--- src/rtl/ped_request_ctrl.sv ---
// Pedestrian request stage: turns debounced button presses into a held walk
// request with req/ack/done handshake, post-walk lockout and a press counter.
module ped_request_ctrl #(
  parameter int unsigned LOCKOUT_CYCLES = 100,
  parameter int unsigned LCK_W          = 7,
  parameter int unsigned CNT_W          = 8
) (
  input  logic             clk,
  input  logic             rst_n,
  input  logic             btn,
  input  logic             walk_ack,
  input  logic             walk_done,
  output logic             walk_req,
  output logic             pending,
  output logic             lockout,
  output logic             press_pulse,
  output logic [CNT_W-1:0] press_count,
  output logic [1:0]       state_dbg
);

  typedef enum logic [1:0] {
    IDLE    = 2'd0,
    REQ     = 2'd1,
    SERVE   = 2'd2,
    LOCKOUT = 2'd3
  } state_t;

  localparam logic [LCK_W-1:0] LCK_LOAD = LCK_W'(LOCKOUT_CYCLES - 1);
  localparam logic [CNT_W-1:0] CNT_MAX  = {CNT_W{1'b1}};

  state_t           state;
  state_t           state_nx;
  logic             btn_q;
  logic             deferred;
  logic             deferred_nx;
  logic [LCK_W-1:0] lck_cnt;
  logic [LCK_W-1:0] lck_cnt_nx;
  logic             rise_c;
  logic             accept_c;

  // btn_q resets high so a button held through reset is not seen as a press
  assign rise_c   = btn & ~btn_q;
  assign accept_c = rise_c & ((state == IDLE) | (state == LOCKOUT));

  assign state_dbg = state;

  // Next-state, deferred-request and lockout-counter decode
  always_comb begin
    state_nx    = state;
    deferred_nx = deferred;
    lck_cnt_nx  = lck_cnt;
    case (state)
      IDLE: begin
        if (rise_c) state_nx = REQ;
      end
      REQ: begin
        if (walk_ack) state_nx = SERVE;
      end
      SERVE: begin
        if (walk_done) begin
          state_nx   = LOCKOUT;
          lck_cnt_nx = LCK_LOAD;
        end
      end
      LOCKOUT: begin
        if (lck_cnt == '0) begin
          state_nx    = (deferred | rise_c) ? REQ : IDLE;
          deferred_nx = 1'b0;
        end else begin
          lck_cnt_nx = lck_cnt - LCK_W'(1);
          if (rise_c) deferred_nx = 1'b1;
        end
      end
      default: state_nx = IDLE;
    endcase
  end

  // State register with Moore outputs registered from the next state
  always_ff @(posedge clk or negedge rst_n) begin
    if (!rst_n) begin
      state       <= IDLE;
      btn_q       <= 1'b1;
      deferred    <= 1'b0;
      lck_cnt     <= '0;
      walk_req    <= 1'b0;
      pending     <= 1'b0;
      lockout     <= 1'b0;
      press_pulse <= 1'b0;
      press_count <= '0;
    end else begin
      state       <= state_nx;
      btn_q       <= btn;
      deferred    <= deferred_nx;
      lck_cnt     <= lck_cnt_nx;
      walk_req    <= (state_nx == REQ);
      pending     <= (state_nx == REQ) | ((state_nx == LOCKOUT) & deferred_nx);
      lockout     <= (state_nx == LOCKOUT);
      press_pulse <= accept_c;
      if (accept_c && (press_count != CNT_MAX)) begin
        press_count <= press_count + CNT_W'(1);
      end
    end
  end

endmodule

--- config.mk ---
export PLATFORM = sky130hd
export DESIGN_NAME = ped_request_ctrl
export DESIGN_NICKNAME = d
export VERILOG_FILES = /design/src/rtl/ped_request_ctrl.sv
export SDC_FILE = /design/constraint.sdc
export NUM_CORES = 1
export LEC_CHECK = 0
export CORE_MARGIN = 2
export CORE_UTILIZATION = 52
export CTS_BUF_LIST = sky130_fd_sc_hd__clkbuf_4
export DETAILED_ROUTE_END_ITERATION = 10
export PLACE_DENSITY = 0.77
export SLEW_MARGIN = 0
export SYNTH_ARGS = -nofsm -noshare
export SYNTH_HDL_FRONTEND = slang
export SYNTH_SLANG_ARGS = --single-unit
--- constraint.sdc ---
create_clock -name clk -period 3.1 [get_ports clk]
set_clock_uncertainty 0.2 [all_clocks]
set_input_delay 0.62 -clock clk [delete_from_list [all_inputs] [get_ports clk]]
set_output_delay 0.62 -clock clk [all_outputs]
set_load 0.01 [all_outputs]
Word level (Yosys, flattened, before mapping)
Index checks and enable logic that the tools add are counted.
- register bits: 23
- output and inout port bits: 14
- word-level logic and storage cells: 43
- add/subtract/negate cells: 2
- equal/unequal tests: 8
- muxes and demuxes: 12
- bitwise operators: 7
- reductions and logical operators: 5
- operators with widths (kind ; number):
    $mux W7 ; 2
    $pmux W7 S2 ; 1
    $add A8 B1 Y8 const B ; 1
    $mux W2 ; 4
    $ne A8 B8 Y1 const B ; 1
    $pmux W2 S4 ; 1
    $logic_not A7 Y1 ; 1
    $sub A7 B1 Y7 const B ; 1
    $eq A2 B2 Y1 const B ; 3
    $eq A2 B1 Y1 const B ; 2
    $mux W1 ; 4
    $ne A2 B2 Y1 const B ; 2
    $and A1 B1 Y1 ; 3
    $or A1 B1 Y1 ; 3
    $reduce_and A3 Y1 ; 1
    $logic_not A2 Y1 ; 1
    $reduce_bool A2 Y1 ; 1
    $logic_and A1 B1 Y1 ; 1
    $not A1 Y1 ; 1

Logic depth before layout (Yosys ltp)
Gate-level depths: netlist (run 1).
- word-level depth: 9
- depth in mapped cells: 8
- gate-level depth less buffers: 7

Least setup slack after synthesis (run 1)
No wires, ideal clock.
- path type: register -> register
- from: register state[0] (netlist: state_dbg[0])
- to: register lck_cnt[5]
- setup time: 0.132 ns
- arrival time: 1.877 ns
- data required time: 2.768 ns
- setup slack: 0.892 ns
- stages on the path, launching flop included: 8
- buffers on the path: 1
- clock period less this slack: 2.208 ns
- cells stage by stage: dfrtp_1 -> inv_1 -> ha_1 -> buf_4 -> mux2i_1 -> or4_4 -> o21ai_1 -> or3b_1
- longest elaborated chain between the ends: 3
- elaborated cells on any way between the ends: 7
- RTL lines (what ; line ; text):
    start, declared ; 31 ; state_t state;
    start signal, assigned ; 91 ; state <= state_nx;
    $eq A2 B2 Y1 ; 52 ; case (state)
    $ne A2 B2 Y1 (no line) / $reduce_bool A2 Y1 (equally long branches) ; - ;
    $reduce_and A3 Y1 (no line) ; - ;
    end signal, assigned ; 94 ; lck_cnt <= lck_cnt_nx;
    end, declared ; 36 ; logic [LCK_W-1:0] lck_cnt;
Parallel ways exist; a longest one is shown, timed or not.
A chain may end at the register's enable or synchronous reset.

Final worst setup path (run 1)
Ends and elaborated chain as after synthesis.

==> metrics.txt, run 1 <==
# TYPE chip_impl_metric gauge
chip_impl_metric{name="detail_route.iter0.violations",unit=""} 22
chip_impl_metric{name="mapped_avg_cell_area",unit="um^2"} 10.3
chip_impl_metric{name="cts_num_sinks",unit=""} 23
chip_impl_info{name="criticalPathCategory",value="flop to flop"} 1
chip_impl_metric{name="final_layout_size_suffix_gt1_frac",unit=""} 0.107
chip_impl_metric{name="routed_wl",unit="mm"} 2.47
chip_impl_metric{name="static-leakage-power",unit="nW"} 0.616
chip_impl_info{name="rsz0062_at_grt",value="no"} 1
chip_impl_metric{name="routabilityCongestion",unit=""} 0.886
chip_impl_metric{name="synth_top_area_share",unit=""} 0.442
chip_impl_metric{name="syn-cell-area",unit="um^2"} 1240
chip_impl_info{name="r2r_start",value="state_dbg[0]$_DFF_PN0_"} 1
chip_impl_metric{name="relSlewSlack",unit=""} 0.515
chip_impl_metric{name="die_h",unit="um"} 52.9
chip_impl_metric{name="sum_of_net_half_perimeters_after_detailed_placement",unit="mm"} 1.88
chip_impl_metric{name="vias",unit=""} 968
chip_impl_metric{name="initial_antenna_violation_count",unit=""} 0
chip_impl_metric{name="finalSetupViolCount",unit=""} 0
chip_impl_metric{name="p_per_area",unit="nW/um^2"} 846
chip_impl_metric{name="htree_num_levels",unit=""} 1
chip_impl_metric{name="fillerInstances",unit=""} 193
chip_impl_metric{name="cts-hold-fix-buffers",unit=""} 0
chip_impl_info{name="synthFlopType",value="sky130_fd_sc_hd__dfrtp_1"} 1
chip_impl_info{name="synth_area_leaders",value="sky130_fd_sc_hd__dfrtp_1 44%, sky130_fd_sc_hd__ha_1 6.0%, sky130_fd_sc_hd__xnor2_1 3.5%"} 1
chip_impl_metric{name="area_growth",unit="%"} 18.4
chip_impl_metric{name="clkSlewWorstSetupHoldPaths",unit="ns"} 0.13
chip_impl_metric{name="final_net_count",unit=""} 152
chip_impl_metric{name="post-cts-setup-buffer-count",unit=""} 0
chip_impl_metric{name="numCtsBuffers",unit=""} 3
chip_impl_metric{name="multi_input_comb_area",unit="um^2"} 624
chip_impl_metric{name="critical_path_peak_fanout",unit=""} 15
chip_impl_metric{name="routedWlPerCell",unit="um"} 14.7
chip_impl_metric{name="area.sequential",unit="um^2"} 577
chip_impl_metric{name="min_period",unit="ns"} 2.45
chip_impl_metric{name="grt_util_all_layers",unit=""} 0.204
chip_impl_metric{name="via_count_of_the_first_global_routing_pass",unit=""} 920
chip_impl_metric{name="synthArstFlopShare",unit=""} 1.00
chip_impl_metric{name="top_level_ports",unit=""} 19
chip_impl_metric{name="initial_utilization",unit=""} 0.557
chip_impl_metric{name="synth_warnings",unit=""} 0
chip_impl_metric{name="clock.fmax",unit="GHz"} 0.408
chip_impl_metric{name="finalSetupTns",unit="ns"} 0
chip_impl_metric{name="cts-resized-gates",unit=""} 0
chip_impl_metric{name="r2r_cells",unit=""} 5
chip_impl_metric{name="rrSetupSlack",unit="ns"} 0.65
chip_impl_metric{name="netlist-cell-type-count",unit=""} 46
chip_impl_metric{name="worstPathArrival",unit="ns"} 2.46
chip_impl_metric{name="grt_start_max_net_pins",unit=""} 18
chip_impl_metric{name="core.rowCount",unit=""} 17
chip_impl_metric{name="floorplan.core_area",unit="um^2"} 2230
chip_impl_info{name="clock_tree.root_cell",value="sky130_fd_sc_hd__clkbuf_4"} 1
chip_impl_metric{name="count_of_nets_left_with_antenna_violations_after_detail_routing",unit=""} 0
chip_impl_info{name="endpoint",value="lck_cnt[5]$_DFFE_PN0P_"} 1
chip_impl_info{name="endpoint_kind",value="flop"} 1
chip_impl_metric{name="critical-path-max-stage-delay",unit="ns"} 0.52
chip_impl_info{name="cts_tree",value="done"} 1
chip_impl_metric{name="synth_enable_flop_cells",unit=""} 0
chip_impl_info{name="r2r-end",value="lck_cnt[5]$_DFFE_PN0P_"} 1
chip_impl_metric{name="insertion_delay",unit="ns"} 0.31
chip_impl_metric{name="path_buf_inv",unit=""} 0
chip_impl_metric{name="cp_data_required_time",unit="ns"} 3.11
chip_impl_metric{name="proportion_of_synthesized_chip_area_in_sequential_cells",unit=""} 0.463
chip_impl_metric{name="global_route.overflow_total",unit=""} 0
chip_impl_metric{name="timing.max_cap.violations",unit=""} 0
chip_impl_metric{name="detail_route.first_pass.iterations",unit=""} 4
chip_impl_info{name="worstHoldPathType",value="flop to flop"} 1
chip_impl_metric{name="drc",unit=""} 0
chip_impl_metric{name="synthCells",unit=""} 121
chip_impl_info{name="cell_breakdown_of_the_critical_path",value="ha_1, mux2i_1, or4_4, o21ai_1, or3b_1"} 1
chip_impl_metric{name="antenna_cells_inserted",unit=""} 0
chip_impl_metric{name="vdd_ir_drop_max",unit="mV"} 0.552
chip_impl_metric{name="post_drt_via_cell_ratio",unit=""} 5.76
chip_impl_info{name="yosys.area.top_type",value="sky130_fd_sc_hd__dfrtp_1"} 1
chip_impl_info{name="run_status",value="finished, final reports clean"} 1
chip_impl_metric{name="final-hold-violation-count",unit=""} 0
chip_impl_metric{name="synth.ff_latch_count",unit=""} 23
chip_impl_metric{name="timing_max_transition_violations_final",unit=""} 0
chip_impl_metric{name="post-route-util",unit=""} 0.660
chip_impl_metric{name="cts_max_path_buffers",unit=""} 2
chip_impl_info{name="critical_path.startpoint_type",value="flop"} 1
chip_impl_metric{name="postSynthNetCount",unit=""} 132
chip_impl_metric{name="die_area",unit="um^2"} 2800
chip_impl_metric{name="grt_pass1_wl",unit="mm"} 4.05
chip_impl_info{name="cp_top_family",value="simple AND/OR/NAND/NOR gates"} 1
chip_impl_info{name="layout.cells.most_common_list",value="22 x sky130_fd_sc_hd__dfrtp_1, 18 x sky130_fd_sc_hd__clkdlybuf4s50_1, 11 x sky130_fd_sc_hd__nand2_1, 8 x sky130_fd_sc_hd__nor2_1, 7 x sky130_fd_sc_hd__o21ai_0"} 1
chip_impl_info{name="mostFrequentLayoutCell",value="sky130_fd_sc_hd__dfrtp_1"} 1
chip_impl_metric{name="path_depth",unit=""} 5
chip_impl_metric{name="die_w",unit="um"} 52.9
chip_impl_info{name="cp-startpoint",value="state_dbg[0]$_DFF_PN0_"} 1
chip_impl_metric{name="worst_pin_slew",unit="ns"} 0.726
chip_impl_metric{name="place.port_buffers",unit=""} 18
chip_impl_metric{name="finalCritPeriodShare",unit=""} 0.791
chip_impl_info{name="cpMaxStageDelayCell",value="sky130_fd_sc_hd__ha_1"} 1
-- per-stage QoR --
stage / cell area, um^2 / hold slack [ns] / worst slack [ns] / total power, mW / std cells
finish: 1470 / 0.313 / 0.648 / 1.25 / 168
detailed placement: 1450 / 0.302 / 0.444 / 1.11 / 164
CTS: 1470 / 0.321 / 0.667 / 1.25 / 168
global placement: 1450 / 0.290 / 0.501 / 1.08 / 164
floorplan: 1240 / 0.124 / 0.892 / 0.882 / 121
global route: 1470 / 0.328 / 0.537 / 1.35 / 168
-- layout make-up --
| class | count | share of cell area |
|---|---|---|
| clock buffer | 3 | 0.0153 |
| multi-input combinational | 88 | 0.424 |
| tap | 28 | 0.0238 |
| clock inverter | 1 | 0.00340 |
| sequential | 23 | 0.391 |
| timing repair buffer | 19 | 0.127 |
| inverter | 6 | 0.0153 |
-- worst register-to-register path: cells and delay by family (launching register included) --
kind	cells	cell delay (ns)
flops	1	0.47
compound gates	1	0.14
mux	1	0.21
simple gates	2	0.82
fa+ha+maj	1	0.52
-- cell usage after synthesis (all sizes together), types with 2 or more instances --
cell type  instances
inv                6
nor2b              3
nand2             11
nand4              4
nand2b             3
xnor2              5
nor2               8
nor3b              2
a21oi              4
o21ai              8
xor2               2
o221a              2
dfrtp             22
ha                 6
nand3              2
clkbuf             2
buf                2
a22o               2
and2               2
o31ai              2
-- logic make-up after synthesis --
| kind of cell | Yosys count | share of synthesized area |
|---|---|---|
| flops | 23 | 0.463 |
| mux | 2 | 0.0171 |
| xor+xnor | 7 | 0.0492 |
| simple gates | 45 | 0.208 |
| fa+ha+maj | 6 | 0.0603 |
| compound gates | 28 | 0.167 |
| buf+inv | 10 | 0.0352 |
-- flip-flops by register name (all words and copies together), names as in the netlist --
| register | flops |
|---|---|
| press_pulse | 1 |
| lockout | 1 |
| walk_req | 1 |
| deferred | 1 |
| lck_cnt | 7 |
| state_dbg | 2 |
| press_count | 8 |
| btn_q | 1 |
| pending | 1 |
-- report_power, final --
group	leakage, nW	internal, mW	switching, mW
clock	0.0177	0.0483	0.0922
sequential	0.283	0.407	0.125
combinational	0.315	0.304	0.270
-- worst min path at each step --
stage | from | to | slack, ns | cells after the start
floorplan | rst_n | deferred$_DFF_PN0_ | 0.12 | 0
global placement | press_count[4]$_DFFE_PN0P_ | press_count[4]$_DFFE_PN0P_ | 0.29 | 1
detailed placement | press_count[7]$_DFFE_PN0P_ | press_count[7]$_DFFE_PN0P_ | 0.30 | 1
CTS | press_count[4]$_DFFE_PN0P_ | press_count[4]$_DFFE_PN0P_ | 0.32 | 1
global route | press_count[7]$_DFFE_PN0P_ | press_count[7]$_DFFE_PN0P_ | 0.33 | 1
finish | press_count[4]$_DFFE_PN0P_ | press_count[4]$_DFFE_PN0P_ | 0.31 | 1
-- per-layer routing --
layer | up-vias | global-route usage | wire length, um
met5 | - | 0 | 0
met4 | 0 | 0.0897 | 44
met3 | 5 | 0.0254 | 61
met2 | 17 | 0.344 | 1220
met1 | 475 | 0.261 | 1150
li1 | 471 | - | -
Note: power is estimated with default switching activity, not from simulation.
==> inputs of run 2 (changes only) <==
Settings changed: CORE_UTILIZATION 52 to 50, PLACE_DENSITY 0.77 to 0.78.
Clock period 3.1 ns to 2 ns, I/O delays scaled along.
==> run 2 against run 1 <==
The run now ends with setup timing left. Wire length up 11%. Maximum frequency up 18%. Sequential power up 54%. Critical endpoint is now walk_req$_DFF_PN0_. Final cell count up 13%. Sequential share of layout area down 5.8 points. Count of clock-buffer cells in the layout up 1. Largest cell class unchanged. Critical path type unchanged. Global-route usage up 1.4 points. Hold slack worse by 0.094 ns. Sequential cell count unchanged. Final area up 18%. Critical path depth up 1.
==> metrics.txt, run 2 (synthesis gave the netlist of run 1 again) <==
# TYPE chip_impl_metric gauge
chip_impl_metric{name="routabilityCongestion",unit=""} 0.773
chip_impl_metric{name="place.port_buffers",unit=""} 18
chip_impl_info{name="rsz0062_at_grt",value="yes"} 1
chip_impl_metric{name="via_count_of_the_first_global_routing_pass",unit=""} 984
chip_impl_metric{name="final_net_count",unit=""} 171
chip_impl_metric{name="insertion_delay",unit="ns"} 0.31
chip_impl_metric{name="die_h",unit="um"} 53.9
chip_impl_info{name="layout.cells.most_common_list",value="20 x sky130_fd_sc_hd__dfrtp_1, 19 x sky130_fd_sc_hd__buf_4, 17 x sky130_fd_sc_hd__clkdlybuf4s50_1, 11 x sky130_fd_sc_hd__nand2_1, 8 x sky130_fd_sc_hd__nor2_1"} 1
chip_impl_metric{name="floorplan.core_area",unit="um^2"} 2410
chip_impl_metric{name="timing.max_cap.violations",unit=""} 0
chip_impl_info{name="clock_tree.root_cell",value="sky130_fd_sc_hd__clkbuf_4"} 1
chip_impl_metric{name="grt_pass1_wl",unit="mm"} 4.50
chip_impl_info{name="cts_tree",value="done"} 1
chip_impl_metric{name="final_layout_size_suffix_gt1_frac",unit=""} 0.333
chip_impl_metric{name="critical_path_peak_fanout",unit=""} 4
chip_impl_info{name="endpoint_kind",value="flop"} 1
chip_impl_metric{name="die_w",unit="um"} 53.9
chip_impl_metric{name="relSlewSlack",unit=""} 0.752
chip_impl_metric{name="totalPowerFinal",unit="mW"} 2.25
chip_impl_metric{name="detail_route.iter0.violations",unit=""} 14
chip_impl_metric{name="fillerInstances",unit=""} 176
chip_impl_metric{name="core.rowCount",unit=""} 18
chip_impl_info{name="failed_checks",value="setup timing"} 1
chip_impl_info{name="mostFrequentLayoutCell",value="sky130_fd_sc_hd__dfrtp_1"} 1
chip_impl_metric{name="seqPwrFrac",unit=""} 0.363
chip_impl_metric{name="cts_num_sinks",unit=""} 23
chip_impl_metric{name="min_period",unit="ns"} 2.07
chip_impl_metric{name="placed_cells",unit=""} 182
chip_impl_metric{name="static-leakage-power",unit="nW"} 0.736
chip_impl_metric{name="numCtsBuffers",unit=""} 3
chip_impl_metric{name="clock.fmax",unit="GHz"} 0.483
chip_impl_metric{name="cp_data_required_time",unit="ns"} 2.01
chip_impl_info{name="r2r_start",value="lck_cnt[0]$_DFFE_PN0P_"} 1
chip_impl_metric{name="sum_of_net_half_perimeters_after_detailed_placement",unit="mm"} 1.98
chip_impl_metric{name="finalCritPeriodShare",unit=""} 1.04
chip_impl_metric{name="power_frac_clock",unit=""} 0.101
chip_impl_metric{name="vdd_ir_drop_max",unit="mV"} 0.961
chip_impl_metric{name="worstPathArrival",unit="ns"} 2.08
chip_impl_metric{name="largest_register_ff_count",unit=""} 8
chip_impl_metric{name="clkSlewWorstSetupHoldPaths",unit="ns"} 0.12
chip_impl_metric{name="drc",unit=""} 0
chip_impl_metric{name="htree_num_levels",unit=""} 1
chip_impl_metric{name="finalSetupViolCount",unit=""} 4
chip_impl_metric{name="design_internal_power",unit="mW"} 1.38
chip_impl_metric{name="placement.cell_area",unit="um^2"} 1590
chip_impl_metric{name="grt_start_max_net_pins",unit=""} 24
chip_impl_metric{name="postLayoutSetupSlackWorst",unit="ns"} -0.0702
chip_impl_metric{name="routedWlPerCell",unit="um"} 14.6
chip_impl_metric{name="stdcell_count",unit=""} 189
chip_impl_info{name="critical_path.startpoint_type",value="flop"} 1
chip_impl_metric{name="p_per_area",unit="nW/um^2"} 1290
chip_impl_metric{name="initial_antenna_violation_count",unit=""} 0
chip_impl_metric{name="finalInstanceArea",unit="um^2"} 1740
chip_impl_metric{name="global_route.overflow_total",unit=""} 0
chip_impl_metric{name="dp_slack",unit="ns"} -0.240
chip_impl_metric{name="post_drt_via_cell_ratio",unit=""} 5.39
chip_impl_metric{name="die_area",unit="um^2"} 2910
chip_impl_metric{name="routed_wl",unit="mm"} 2.76
chip_impl_metric{name="detail_route.first_pass.iterations",unit=""} 4
chip_impl_info{name="largest_register",value="press_count"} 1
chip_impl_metric{name="cts_max_path_buffers",unit=""} 2
chip_impl_info{name="run_status",value="finished with violations"} 1
chip_impl_metric{name="final-hold-violation-count",unit=""} 0
chip_impl_metric{name="vias",unit=""} 1019
chip_impl_metric{name="area_growth",unit="%"} 39.7
chip_impl_metric{name="netSwitchingFraction",unit=""} 0.384
chip_impl_metric{name="top_level_ports",unit=""} 19
chip_impl_metric{name="fin_worst_hold_slack",unit="ns"} 0.219
chip_impl_info{name="cp-startpoint",value="lck_cnt[0]$_DFFE_PN0P_"} 1
chip_impl_metric{name="count_of_nets_left_with_antenna_violations_after_detail_routing",unit=""} 0
chip_impl_metric{name="power_switching",unit="mW"} 0.864
chip_impl_metric{name="antenna_cells_inserted",unit=""} 0
chip_impl_info{name="worstHoldPathType",value="input port to asynchronous set/reset pin"} 1
chip_impl_metric{name="worst_pin_slew",unit="ns"} 0.370
chip_impl_info{name="criticalPathCategory",value="flop to flop"} 1
chip_impl_metric{name="power_frac_comb",unit=""} 0.535
chip_impl_metric{name="timing_max_transition_violations_final",unit=""} 0
chip_impl_metric{name="grt_util_all_layers",unit=""} 0.218
chip_impl_metric{name="initial_utilization",unit=""} 0.517
[run 2: power groups by stage]
| stage | combinational, mW | clock, mW | sequential [mW] |
|---|---|---|---|
| after floorplan | 0.548 | 0 | 0.846 |
| after global placement | 1.02 | 0 | 0.799 |
| after detailed placement | 1.06 | 0 | 0.809 |
| after CTS | 1.10 | 0.235 | 0.805 |
| after global routing | 1.32 | 0.250 | 0.843 |
| final | 1.20 | 0.228 | 0.817 |
[run 2: per-stage QoR]
| stage | util | setup TNS, ns |
|---|---|---|
| global placement | 0.658 | -1.09 |
| finish | 0.722 | -0.230 |
| global route | 0.722 | -0.650 |
| detailed placement | 0.658 | -1.59 |
| CTS | 0.690 | -0.184 |
| floorplan | - | -0.171 |
[run 2: worst max-delay path, cell delays in order (launching register included)]
cell and delay (ns):
sky130_fd_sc_hd__dfrtp_1 0.41, sky130_fd_sc_hd__inv_2 0.08, sky130_fd_sc_hd__ha_4 0.14, sky130_fd_sc_hd__or4b_4 0.51, sky130_fd_sc_hd__o311ai_4 0.24, sky130_fd_sc_hd__a41oi_2 0.21, sky130_fd_sc_hd__and2_1 0.19
[run 2: path summary, 6_finish.rpt]
kind | endpoint | slack [ns] | cells past startpoint
min in group clk | press_count[4]$_DFFE_PN0P_ | 0.32 | 1
hold / removal | state_dbg[0]$_DFF_PN0_ | 0.22 | 2
hold reg to reg | press_count[4]$_DFFE_PN0P_ | 0.32 | 1
setup reg to reg | walk_req$_DFF_PN0_ | -0.07 | 6
max in group asynchronous | btn_q$_DFF_PN1_ | 1.10 | 2
setup / recovery | walk_req$_DFF_PN0_ | -0.07 | 6
[run 2: repair_timing]
item	CTS	global route
hold buffers	0	0
setup endpoints to repair	17	19
buffers inserted	2	1
resized for setup	7	18
pin swaps	2	6
[run 2: final cells by class]
cell class,instances,area (um^2),area share
Clock buffer,4,30.0,0.0173
Inverter,6,22.5,0.0129
Tap cell,30,37.5,0.0216
Timing Repair Buffer,38,333,0.191
Multi-Input combinational cell,88,737,0.424
Sequential cell,23,579,0.333
[run 2: metal layers]
layer	share of wire	wire length [um]	global-route usage	vias up
met2	0.50	1380	0.364	15
li1	-	-	-	514
met1	0.46	1280	0.284	486
met3	0.023	63	0.0361	4
met4	0.012	33	0.0812	0
met5	0	0	0	-
==> inputs of run 3 (changes only) <==
Settings changed: CTS_CLUSTER_DIAMETER set to 40, CTS_CLUSTER_SIZE set to 40.
==> results of run 3 <==
Same layout as run 2: the final DEF is identical, and so are final timing and power.
